**config.mk**
```make
export PLATFORM = sky130hd
export DESIGN_NAME = crypt_ctrl
export DESIGN_NICKNAME = d
export VERILOG_FILES = /design/src/rtl/crypt_pkg.sv /design/src/rtl/word_pack.sv /design/src/rtl/crypt_ctrl.sv
export SDC_FILE = /design/constraint.sdc
export NUM_CORES = 1
export LEC_CHECK = 0
export CAP_MARGIN = 30
export CORE_ASPECT_RATIO = 0.9
export CORE_MARGIN = 1.5
export CORE_UTILIZATION = 38
export CTS_CLUSTER_SIZE = 28
export DETAILED_ROUTE_END_ITERATION = 8
export PLACE_DENSITY = 0.75
export SKIP_LAST_GASP = 1
export SYNTH_ARGS = -nofsm -noshare
export SYNTH_HDL_FRONTEND = slang
export SYNTH_SLANG_ARGS = --single-unit
```
**constraint.sdc**
```tcl
create_clock -name HCLK -period 9.4 [get_ports HCLK]
set_input_delay 1.88 -clock HCLK [delete_from_list [all_inputs] [get_ports HCLK]]
set_output_delay 1.88 -clock HCLK [all_outputs]
set_load 0.005 [all_outputs]
```
**src/rtl/crypt_pkg.sv**
```systemverilog
// Shared constants for the crypt_ctrl block-cipher sequencer: FSM state
// encodings, status bit positions and the default round count.
package crypt_pkg;
  localparam int ROUNDS_DEF = 16;

  localparam logic [3:0] S_IDLE   = 4'd0;
  localparam logic [3:0] S_KEY0   = 4'd1;
  localparam logic [3:0] S_KEY1   = 4'd2;
  localparam logic [3:0] S_FETCH0 = 4'd3;
  localparam logic [3:0] S_FETCH1 = 4'd4;
  localparam logic [3:0] S_LOAD   = 4'd5;
  localparam logic [3:0] S_ROUND  = 4'd6;
  localparam logic [3:0] S_STORE0 = 4'd7;
  localparam logic [3:0] S_STORE1 = 4'd8;

  localparam int ST_BUSY  = 0;
  localparam int ST_KEYV  = 1;
  localparam int ST_MODE  = 2;
  localparam int ST_OVR   = 3;
  localparam int ST_CONF  = 4;
  localparam int ST_NOKEY = 5;
endpackage

```
**src/rtl/word_pack.sv**
```systemverilog
// Assembles two FIFO pops into one double-width register: the first pop
// lands in the upper half, the second in the lower half. Holds otherwise.
module word_pack #(
  parameter int WORD_W = 32
) (
  input  logic                HCLK,
  input  logic                HRESET,
  input  logic                en,
  input  logic                lower,
  input  logic [WORD_W-1:0]   word,
  output logic [2*WORD_W-1:0] data
);
  logic [2*WORD_W-1:0] data_q, data_d;

  always_comb begin
    data_d = data_q;
    if (en) begin
      if (lower) data_d[WORD_W-1:0]        = word;
      else       data_d[2*WORD_W-1:WORD_W] = word;
    end
  end

  always_ff @(posedge HCLK or posedge HRESET) begin
    if (HRESET) data_q <= '0;
    else        data_q <= data_d;
  end

  assign data = data_q;
endmodule

```
**src/rtl/crypt_ctrl.sv**
```systemverilog
// Sequencer between receive/transmit word FIFOs and an external round
// datapath: loads keys, fetches blocks, steps rounds, stores results.
module crypt_ctrl
  import crypt_pkg::*;
#(
  parameter int ROUNDS = ROUNDS_DEF,
  parameter int WORD_W = 32
) (
  input  logic                HCLK,
  input  logic                HRESET,
  input  logic                is_encrypt_pulse,
  input  logic                is_decrypt_pulse,
  input  logic                key_in,
  input  logic                status_clr,
  input  logic                rcv_fifo_empty,
  input  logic [WORD_W-1:0]   rcv_data,
  output logic                rcv_deq,
  input  logic                tx_fifo_full,
  output logic                tx_enq,
  output logic [WORD_W-1:0]   tx_data,
  output logic                key_load,
  output logic [2*WORD_W-1:0] key_data,
  output logic                dp_load,
  output logic [2*WORD_W-1:0] dp_block,
  output logic                dp_step,
  output logic [3:0]          dp_round,
  output logic                dp_decrypt,
  input  logic [2*WORD_W-1:0] dp_result,
  output logic [7:0]          status
);
  localparam logic [3:0] LAST_RND = 4'(ROUNDS - 1);

  logic [3:0] state_q, state_d, rnd_q, rnd_d;
  logic       key_valid_q, key_valid_d, mode_q, mode_d, key_load_q, key_load_d;
  logic       no_key_q, no_key_d, conflict_q, conflict_d, overrun_q, overrun_d;
  logic       set_nokey, set_conf, set_ovr;
  logic       fetching, pop, push, any_pulse, busy;

  assign busy      = (state_q != S_IDLE);
  assign any_pulse = is_encrypt_pulse | is_decrypt_pulse;
  assign fetching  = (state_q == S_KEY0) | (state_q == S_KEY1) |
                     (state_q == S_FETCH0) | (state_q == S_FETCH1);
  assign pop       = fetching & ~rcv_fifo_empty;
  assign push      = ((state_q == S_STORE0) | (state_q == S_STORE1)) & ~tx_fifo_full;

  word_pack #(.WORD_W(WORD_W)) u_key_pack (
    .HCLK(HCLK), .HRESET(HRESET),
    .en(pop & ((state_q == S_KEY0) | (state_q == S_KEY1))),
    .lower(state_q == S_KEY1), .word(rcv_data), .data(key_data)
  );

  word_pack #(.WORD_W(WORD_W)) u_blk_pack (
    .HCLK(HCLK), .HRESET(HRESET),
    .en(pop & ((state_q == S_FETCH0) | (state_q == S_FETCH1))),
    .lower(state_q == S_FETCH1), .word(rcv_data), .data(dp_block)
  );

  always_comb begin
    state_d     = state_q;
    rnd_d       = rnd_q;
    key_valid_d = key_valid_q;
    mode_d      = mode_q;
    key_load_d  = 1'b0;
    set_nokey   = 1'b0;
    set_conf    = 1'b0;
    set_ovr     = 1'b0;
    case (state_q)
      S_IDLE: begin
        // key_in has priority; a pulse arriving alongside it is dropped
        if (key_in) begin
          state_d = S_KEY0;
          set_ovr = any_pulse;
        end else if (is_encrypt_pulse && is_decrypt_pulse) begin
          set_conf = 1'b1;
        end else if (any_pulse) begin
          if (key_valid_q) begin
            state_d = S_FETCH0;
            mode_d  = is_decrypt_pulse;
          end else begin
            set_nokey = 1'b1;
          end
        end
      end
      S_KEY0:   if (pop) state_d = S_KEY1;
      S_KEY1: if (pop) begin
        state_d     = S_IDLE;
        key_load_d  = 1'b1;
        key_valid_d = 1'b1;
      end
      S_FETCH0: if (pop) state_d = S_FETCH1;
      S_FETCH1: if (pop) state_d = S_LOAD;
      S_LOAD: begin
        state_d = S_ROUND;
        rnd_d   = 4'd0;
      end
      S_ROUND: begin
        if (rnd_q == LAST_RND) begin
          rnd_d   = 4'd0;
          state_d = S_STORE0;
        end else begin
          rnd_d = rnd_q + 4'd1;
        end
      end
      S_STORE0: if (push) state_d = S_STORE1;
      S_STORE1: if (push) state_d = S_IDLE;
      default:  state_d = S_IDLE;
    endcase
    if (busy && (any_pulse || key_in)) set_ovr = 1'b1;
    // set events win over a same-cycle clear
    no_key_d   = (no_key_q   & ~status_clr) | set_nokey;
    conflict_d = (conflict_q & ~status_clr) | set_conf;
    overrun_d  = (overrun_q  & ~status_clr) | set_ovr;
  end

  always_ff @(posedge HCLK or posedge HRESET) begin
    if (HRESET) begin
      state_q     <= S_IDLE;
      rnd_q       <= 4'd0;
      key_valid_q <= 1'b0;
      mode_q      <= 1'b0;
      key_load_q  <= 1'b0;
      no_key_q    <= 1'b0;
      conflict_q  <= 1'b0;
      overrun_q   <= 1'b0;
    end else begin
      state_q     <= state_d;
      rnd_q       <= rnd_d;
      key_valid_q <= key_valid_d;
      mode_q      <= mode_d;
      key_load_q  <= key_load_d;
      no_key_q    <= no_key_d;
      conflict_q  <= conflict_d;
      overrun_q   <= overrun_d;
    end
  end

  always_comb begin
    tx_data = '0;
    if (state_q == S_STORE0)      tx_data = dp_result[2*WORD_W-1:WORD_W];
    else if (state_q == S_STORE1) tx_data = dp_result[WORD_W-1:0];
    status           = 8'h00;
    status[ST_BUSY]  = busy;
    status[ST_KEYV]  = key_valid_q;
    status[ST_MODE]  = mode_q;
    status[ST_OVR]   = overrun_q;
    status[ST_CONF]  = conflict_q;
    status[ST_NOKEY] = no_key_q;
  end

  assign rcv_deq    = pop;
  assign tx_enq     = push;
  assign key_load   = key_load_q;
  assign dp_load    = (state_q == S_LOAD);
  assign dp_step    = (state_q == S_ROUND);
  assign dp_round   = mode_q ? (LAST_RND - rnd_q) : rnd_q;
  assign dp_decrypt = mode_q;
endmodule

```
==> key figures <==
Clock tree
  – CTS tree: built
  – Clock-pin slew on the worst setup and hold paths: 0.06 ns
  – CTS Root Cell: clkbuf_16
  – Cts bufs inserted: 17
  – Post-cts resize count: 0
  – Post-CTS Setup Bufs: 0
  – Hold buffer count at cts: 0
  – Sink Count: 142
  – Clock Tree Buf Depth: 2
  – Worst skew pair latency: 0.41 ns
  – H-tree levels: 4

Synth
  – Distinct cells, synth: 42
  – Yosys top cell by area: dfrtp_1
  – Seq/Total Area, Yosys: 59.1%
  – Yosys warning count: 0
  – FFs w/ async S/R, synth: 100%
  – Post-Syn Instances: 489
  – Synth area leaders: dfrtp_1 (59%), mux2_2 (14%), nand2_1 (6.5%)
  – Main synth FF type: dfrtp_1
  – Post-Synthesis Cell Area: 0.00601 mm²
  – Synth Register Bits: 142
  – Top cell type's share of synthesized area: 59.1%
  – Post-synth EDFFs: 0
  – Post-synthesis area per instance: 12.3 µm²

STA
  – Setup violators final: 0
  – Minimum clock period: 4.92 ns
  – Worst Clk Skew: 0.00760 ns
  – Period utilisation layout: 52.3%
  – Slew Limit Fails: 0
  – Hold_ws: 0.479 ns
  – Final Hold Viols: 0
  – Unrepaired setup endpoints after global routing: false
  – Max Freq: 0.203 GHz
  – Worst Tran Pin Value: 0.893 ns
  – Setup TNS: 0 ns
  – Slew margin rel.: 40.5%

Drt
  – Drc violations: 0
  – First drt pass iteration count: 4
  – Vias per inst: 5.00
  – Total wire length: 17,700 µm
  – Mean routed wirelength per cell: 18.2 µm
  – Post-DRT Antenna Nets: 0
  – Initial DRC Count: 219
  – Vias: 4,847

Die
  – Die area: 0.0166 mm²
  – Die width: 136 µm
  – # IOs: 282
  – Initial core utilization: 38.9%
  – Die Y: 122 µm
  – Core area: 0.0154 mm²
  – Row cnt: 43

Flow run
  – Maximum Capacitance Violations: 0

Power and ir drop
  – Power consumption: 3.10 mW
  – Leak: 4.16 nW
  – Pwr/cell area: 323 mW/mm²
  – Worst vdd ir: 0.000208 V

Layout
  – Final Non-Filler Cells: 970
  – Number of diodes: 0
  – Fraction of layout cells with a size suffix above 1: 16.3%
  – P&R area growth vs syn: 59.6%
  – Nets: 860
  – Final Instance Area: 0.00959 mm²

Setup path
  – CP arrival: 3.04 ns
  – Peak fanout along the critical path: 3
  – Req. time, crit path: 7.52 ns
  – Reg-to-Reg End: u_blk_pack.data[62]$_DFFE_PP0P_
  – Worst r2r src: state_q[2]$_DFFE_PP0P_
  – Setup Crit Path Kind: input port to output port
  – FF-to-FF path depth: 4
  – Crit end category: output port
  – CP startpoint: rcv_fifo_empty
  – Reg-to-reg slack, setup: 6.96 ns
  – Worst setup SP type: input port

Global route
  – Total gr overflow: 0
  – Vias in the first global route: 5,217
  – Initial antenna violation count: 0
  – First-pass GRT wire length: 27,300 µm
  – Largest net degree at the start of global routing: 86
  – Total track usage: 21.6%

Place
  – Placed cell count: 938
  – DP Wirelength: 12,600 µm
  – Gpl congestion: 0.844
  – Placed inst area: 0.00897 mm²
  – Buffers on Ports: 279

Min path
  – HP Class: register to register
  – Cell depth of the worst hold path: 2
  – Hold EP: u_key_pack.data[20]$_DFFE_PP0P_
  – HP Start: u_key_pack.data[20]$_DFFE_PP0P_

Outcome
  – Status: complete, no violations
==> worst max path at each step <==
stage          slack (ns)              endpoint
5_1_grt              4.36            tx_data[7]
2_1_floorplan        3.71  conflict_q$_DFF_PP0_
4_1_cts              4.46           tx_data[29]
3_5_place_dp         4.46           tx_data[29]
3_3_place_gp         4.46           tx_data[31]
6_report             4.48               rcv_deq
==> area by class of cell <==
class                           instances  area (µm²)
Multi-Input combinational cell        302        2240
Fill cell                            1181        5850
Sequential cell                       142        3550
Clock inverter                         14         181
Clock buffer                           18         439
Timing Repair Buffer                  285        2890
Tap cell                              202         253
Inverter                                7        31.3
==> power breakdown <==
part	internal, mW	leakage, nW	total [mW]	switching, mW
Combinational	0.841	2.13	1.30	0.460
Sequential	0.902	1.73	1.10	0.195
Clock	0.429	0.295	0.698	0.269
Total	2.17	4.16	3.10	0.924
==> state kept, by name, summed over array words and instances, names as in the netlist, 4 cells and up <==
name,cells
rnd_q,4
u_blk_pack.data,64
state_q,4
u_key_pack.data,64
==> kinds of logic after synthesis <==
group	after synthesis	share of synthesized area (%)
simple gates	136	9.93
mux	97	18.2
flops	142	59.1
other cells	1	0.0624
fa+ha+maj	1	0.208
buf+inv	46	3.85
compound gates	60	7.68
xor+xnor	6	0.875
==> metal layers <==
| metal | vias up | routed length [µm] | GRT usage (%) | part of all wire, % |
|---|---|---|---|---|
| li1 | 2214 | - | - | - |
| met1 | 2413 | 6420 | 22.5 | 36 |
| met2 | 207 | 9220 | 39.5 | 52 |
| met3 | 13 | 1880 | 9.79 | 11 |
| met4 | 0 | 152 | 5.51 | 0.86 |
| met5 | - | 0 | 0 | 0 |
==> synthesized netlist by cell type (3+ instances only) <==
library cell  instances
dfrtp_1             142
nand2_1             104
mux2_2               74
a22o_1               33
mux2_1               22
clkbuf_1             18
buf_4                 9
a21oi_1               8
buf_2                 8
nor2_1                8
o21ai_0               7
nor3_1                6
xor2_1                6
inv_1                 5
nand3_1               5
nor2b_1               3
==> through the flow <==
stage               utilization (%)  setup WS (ns)
floorplan                         -           3.71
global placement               57.6           4.46
detailed placement             58.1           4.46
CTS                            62.1           4.46
global route                   62.1           4.36
finish                         62.1           4.48
==> critical path, stage by stage <==
cell             delay (ns)
clkdlybuf4s50_1        0.44
nor3_1                 0.19
clkdlybuf4s50_1        0.53
==> cells in the final DEF (no fill, tap or decap), types with 3 or more instances in the layout <==
cell type / synthesis / layout
a21oi_1: 8 / 8
a22o_1: 33 / 33
buf_4: 9 / 3
bufinv_16: 0 / 3
clkbuf_16: 0 / 17
clkdlybuf4s50_1: 0 / 279
clkinv_4: 0 / 3
clkinvlp_4: 0 / 3
dfrtp_1: 142 / 142
inv_1: 5 / 4
inv_6: 0 / 4
mux2_1: 22 / 22
mux2_2: 74 / 74
nand2_1: 104 / 104
nand3_1: 5 / 4
nor2_1: 8 / 7
nor3_1: 6 / 6
o21ai_0: 7 / 7
xor2_1: 6 / 6
(Power assumes the default switching activity.)
==> RTL change 1: new RTL, config.mk and constraints unchanged <==
`WORD_W` is set to 32 in 2 places; all go to 16.
--- a/src/rtl/word_pack.sv
+++ b/src/rtl/word_pack.sv
@@ -3,3 +3,3 @@
 module word_pack #(
-  parameter int WORD_W = 32
+  parameter int WORD_W = 16
 ) (
--- a/src/rtl/crypt_ctrl.sv
+++ b/src/rtl/crypt_ctrl.sv
@@ -6,3 +6,3 @@
   parameter int ROUNDS = ROUNDS_DEF,
-  parameter int WORD_W = 32
+  parameter int WORD_W = 16
 ) (
Interface: changed (5 resized); port bits go from 282 to 154. No check against the original RTL was run, so the function may have changed too.
==> RTL change 1 against the unedited design <==
First-iteration DRC count decreased by 71%; fmax decreased by 4.0%; sequential cell count decreased by 64; worst setup slack got worse by 0.20 ns; die area decreased by 42%; via count decreased by 47%; routed wire length decreased by 51%; area after synthesis decreased by 42%; worst hold slack improved by 0.016 ns; design area decreased by 45%; clock skew decreased by 0.0036 ns; global-route usage decreased by 3.8 points; synthesized cell count decreased by 49%; total power decreased by 48%.
==> RTL change 1: results (changes against the unedited design) <==
* Status: completed
* Most used DFF post-synth: dfrtp_1
* R2R Path End: u_key_pack.data[8]
* R2r setup slk at 7.17 ns (+0.21 ns)
* Peak VDD IR at 0.000169 V (-19%)
* Worst-path fanout max at 5 (+2)
* Final Skew at 0.00396 ns (-0.00364 ns)
* Final Wtd Congestion at 0.723 (-14%)
* Initial antenna violation count at 0 (unchanged)
* Root buffer cell: clkbuf_8
* Clock Latency Late Sink at 0.34 ns (-0.07 ns)
* Fin nets at 451 (-48%)
* Leakage at 0.00222 uW (-47%)
* Vias in the first global route at 2,703 (-48%)
* PortBufs at 151 (-46%)
* Sequential area share after synthesis at 56.5% (-2.7 points)
* Top cells by area, synth: dfrtp_1, mux2_2, a22o_1
* Worst Hold End: u_key_pack.data[23]
* Reg clk slew, reported paths at 0.08 ns (+0.02 ns)
* Hold WC Path Type: register to register
* Max clock buf depth at 2 (unchanged)
* Distinct cells, synth at 42 (unchanged)
* CTS Buf Count at 9 (-8)
* Cts hold-fix bufs at 0 (unchanged)
* Via count at 2,586 (-47%)
* Worst hold stages at 1 (-1)
* Top post-synthesis cells by count: dfrtp_1, mux2_2, a22o_1, buf_2
* Pin count of the biggest net entering global routing at 79 (-8.1%)
* R2r worst-path depth at 4 (unchanged)
* Synth Warn # at 0 (unchanged)
* Post-CTS Resized at 0 (unchanged)
* Ys async rst share at 100% (unchanged)
* Ant. Diodes at 0 (unchanged)
* DRT iter0 DRCs at 63 (-71%)
* Hpwl dp at 6030 um (-52%)
* R2r startpoint: state_q[1]
* H-tree Lvls at 3 (-1)
* Fill count at 728 (-38%)
* 1st-pass router iterations at 4 (unchanged)
* Global-route wire length before repair at 13,700 um (-50%)
* Worst Tran Pin Value at 0.935 ns (+0.0428 ns)
* Post-Route WL at 8580 um (-51%)
* Hold Crit Start: u_key_pack.data[23]
* Setup bufs post-CTS at 0 (unchanged)
* Share of layout cells above drive strength 1 at 22.4% (+6.1 points)
* GR Util All Layers at 17.9% (-3.8 points)
[RTL change 1: changes by cell type in the layout (fill, tap and decap cells not counted), sizes merged, moves of 4 or more]
cell | before | now
clkdlybuf4s50 | 279 | 151
a22o | 33 | 19
nand2 | 104 | 4
clkbuf | 18 | 9
o21ai | 8 | 3
a21oi | 8 | 3
buf | 6 | 2
dfrtp | 142 | 78
inv | 11 | 7
mux2 | 97 | 66
[RTL change 1: worst max path at each step]
stage,from,endpoint,slack [ns],depth (start not counted)
after floorplan,rcv_fifo_empty,rcv_deq,5.32,1
final,rcv_fifo_empty,rcv_deq,4.28,3
after CTS,rcv_fifo_empty,rcv_deq,4.24,3
after detailed placement,rcv_fifo_empty,rcv_deq,4.26,3
after global placement,rcv_fifo_empty,rcv_deq,4.31,3
after global routing,rcv_fifo_empty,rcv_deq,4.16,3
[RTL change 1: power breakdown]
group          leakage (uW)  total (uW)  internal [uW]  switching [uW]
registers          0.000946         597            488             109
clock network      0.000109         268            148             120
logic               0.00116         733            492             241
[RTL change 1: kinds of logic after synthesis]
logic type               after synthesis  synth area share, %
AO/OA/AOI/OAI                         37                 9.01
XOR/XNOR                               6                 1.52
adder cells (fa/ha/maj)                1                0.362
buffers and inverters                 30                 4.45
flip-flops                            78                 56.5
multiplexers                          67                 21.9
other                                  1                0.108
AND/OR/NAND/NOR                       31                 6.19
[RTL change 1: layout make-up]
type / instances / area share [%]
clock buffer: 9 / 2.36
clock inverter: 6 / 1.67
inverter: 8 / 0.596
multi-input combinational: 144 / 25.8
sequential: 78 / 37.2
tap: 119 / 2.84
timing repair buffer: 153 / 29.5
[RTL change 1: per-stage QoR]
step                cells  cell area, um2  hold slack (ns)  total power (uW)
floorplan             252            3460            0.456               909
global placement      501            5010            0.477              1320
detailed placement    501            5010            0.486              1340
CTS                   516            5220            0.502              1620
global route          517            5250            0.518              1700
finish                517            5250            0.495              1600
[RTL change 1: routing by layer]
metal  part of all wire (%)  vias to the layer above  wire length [um]  global-route usage (%)
met4                    1.1                        0                96                    4.98
met1                     41                     1279              3510                    20.0
met3                     11                        9               942                    9.13
met2                     47                      110              4020                    30.2
met5                      0                        -                 0                       0
li1                       -                     1188                 -                       -
[RTL change 1: critical path, stage by stage]
cell             delay [ns]
clkdlybuf4s50_1        0.48
nor4b_1                0.33
clkdlybuf4s50_1        0.55
==> RTL change 2: new RTL, config.mk and constraints unchanged <==
Made on the original files. Make the reset (`HRESET`) synchronous in 2 clocked blocks.
--- a/src/rtl/word_pack.sv
+++ b/src/rtl/word_pack.sv
@@ -22,3 +22,3 @@
 
-  always_ff @(posedge HCLK or posedge HRESET) begin
+  always_ff @(posedge HCLK) begin
     if (HRESET) data_q <= '0;
--- a/src/rtl/crypt_ctrl.sv
+++ b/src/rtl/crypt_ctrl.sv
@@ -114,3 +114,3 @@
 
-  always_ff @(posedge HCLK or posedge HRESET) begin
+  always_ff @(posedge HCLK) begin
     if (HRESET) begin
Check against the original RTL: differs if HRESET is asserted again (counterexample within 4 cycles, from zero or initial values and one cycle with HRESET high); with HRESET held inactive, the same outputs for 4 cycles.
==> RTL change 2 against the unedited design <==
Core utilization rose by 0.19 points; design area fell by 5.1%; worst hold slack got worse by 0.028 ns; area after synthesis fell by 6.2%; fmax fell by 8.8%; worst setup slack got worse by 0.47 ns; sequential cell count did not move; critical path depth did not move; first-iteration DRC count rose by 50%; routed wire length rose by 9.5%; critical path type unchanged.
Power is not compared: it rests on default switching activity, and its combinational part moved more than twofold at a synthesized area within 25%.
==> RTL change 2: results (changes against the unedited design) <==
* Detailed-routed wire length on met2 at 9270 um (+0.50%)
* Proportion of synthesized area in mux cells at 0.178% (-18 points)
* GR Util All Layers at 24.5% (+2.9 points)
* Top post-synthesis cells by count: nand2_1, dfxtp_1, a21oi_1, clkbuf_1, a22o_1
* Adder-cell area share of the yosys netlist at 0.222% (+0.014 points)
* M1 WL at 8270 um (+29%)
* Cell count after placement at 1,137 (+21%)
* Initial antenna violation count at 1 (+1)
* Sequential area share after synthesis at 50.4% (-8.7 points)
* Xor-xnor portion of the synthesized cell area at 0.932% (+0.058 points)
* Hpwl dp at 13,100 um (+4.2%)
* R2r worst-path depth at 5 (+1)
* Distinct cells, synth at 45 (+7.1%)
* Most used DFF post-synth: dfxtp_1
* Final Skew at 0.0113 ns (+0.00369 ns)
* Post-CTS Resized at 0 (unchanged)
* 1st-pass router iterations at 5 (+1)
* Crit-path max cell delay at 0.61 ns (+0.08 ns)
* R2R Path End: u_key_pack.data[51]
* Non-CTS inverters at 5 (-2)
* Worst Hold End: u_key_pack.data[52]
* Fraction of area in multi-input gates at 27.5% (+4.1 points)
* Worst EP arrival at 3.51 ns (+0.47 ns)
* Met3 Track Usage GR at 8.19% (-1.6 points)
* Clock buffers at 22 (+4)
* Non-clock buffer share at 31.5% (+1.4 points)
* R2r setup slk at 7.13 ns (+0.17 ns)
* Setup bufs post-CTS at 0 (unchanged)
* R2r startpoint: state_q[0]
* Worst Tran Pin Value at 0.959 ns (+0.0662 ns)
* FF/Latch Area at 2840 um2 (-20%)
* Top cells by area, synth: dfxtp_1, nand2_1, a21oi_1
* Hold Crit Start: u_key_pack.data[52]
* Vias in the first global route at 5,263 (+0.88%)
* H-tree Lvls at 4 (unchanged)
* DRT iter0 DRCs at 328 (+50%)
* Mean Syn Cell Area at 7.91 um2 (-36%)
* Met1 Track Usage GR at 30.9% (+8.4 points)
* Ant. Diodes at 1 (+1)
* Final std cells w/o fill at 1,169 (+21%)
* Non-Clock Buffer Count at 289 (+1.4%)
* Vias per cell at 4.93 (-1.3%)
* Status: completed
* Final Wtd Congestion at 0.808 (-4.3%)
* Fill count at 1,334 (+13%)
* Routed length per instance at 16.6 um (-9.2%)
* Met2 GRT Util at 40.1% (+0.58 points)
* Clock-cell share of area at 6.76% (+0.29 points)
RTL change 2: per-stage QoR:
| step | setup WS, ns | hold WS [ns] | cell area [um2] | power [uW] |
|---|---|---|---|---|
| after global routing | 3.94 | 0.464 | 9100 | 1870 |
| final | 4.01 | 0.451 | 9100 | 1790 |
| after detailed placement | 3.97 | 0.446 | 8480 | 1110 |
| after floorplan | 5.44 | 0.451 | 5640 | 900 |
| after CTS | 3.96 | 0.453 | 9100 | 1800 |
| after global placement | 4.00 | 0.440 | 8470 | 1100 |
RTL change 2: worst max-delay path by stage:
| stage | start | end | slack [ns] | cells after the start |
|---|---|---|---|---|
| finish | rcv_fifo_empty | rcv_deq | 4.01 | 3 |
| global placement | rcv_fifo_empty | rcv_deq | 4.00 | 3 |
| CTS | rcv_fifo_empty | rcv_deq | 3.96 | 3 |
| detailed placement | rcv_fifo_empty | rcv_deq | 3.97 | 3 |
| floorplan | dp_result[32] | tx_data[0] | 5.44 | 1 |
| global route | rcv_fifo_empty | rcv_deq | 3.94 | 3 |
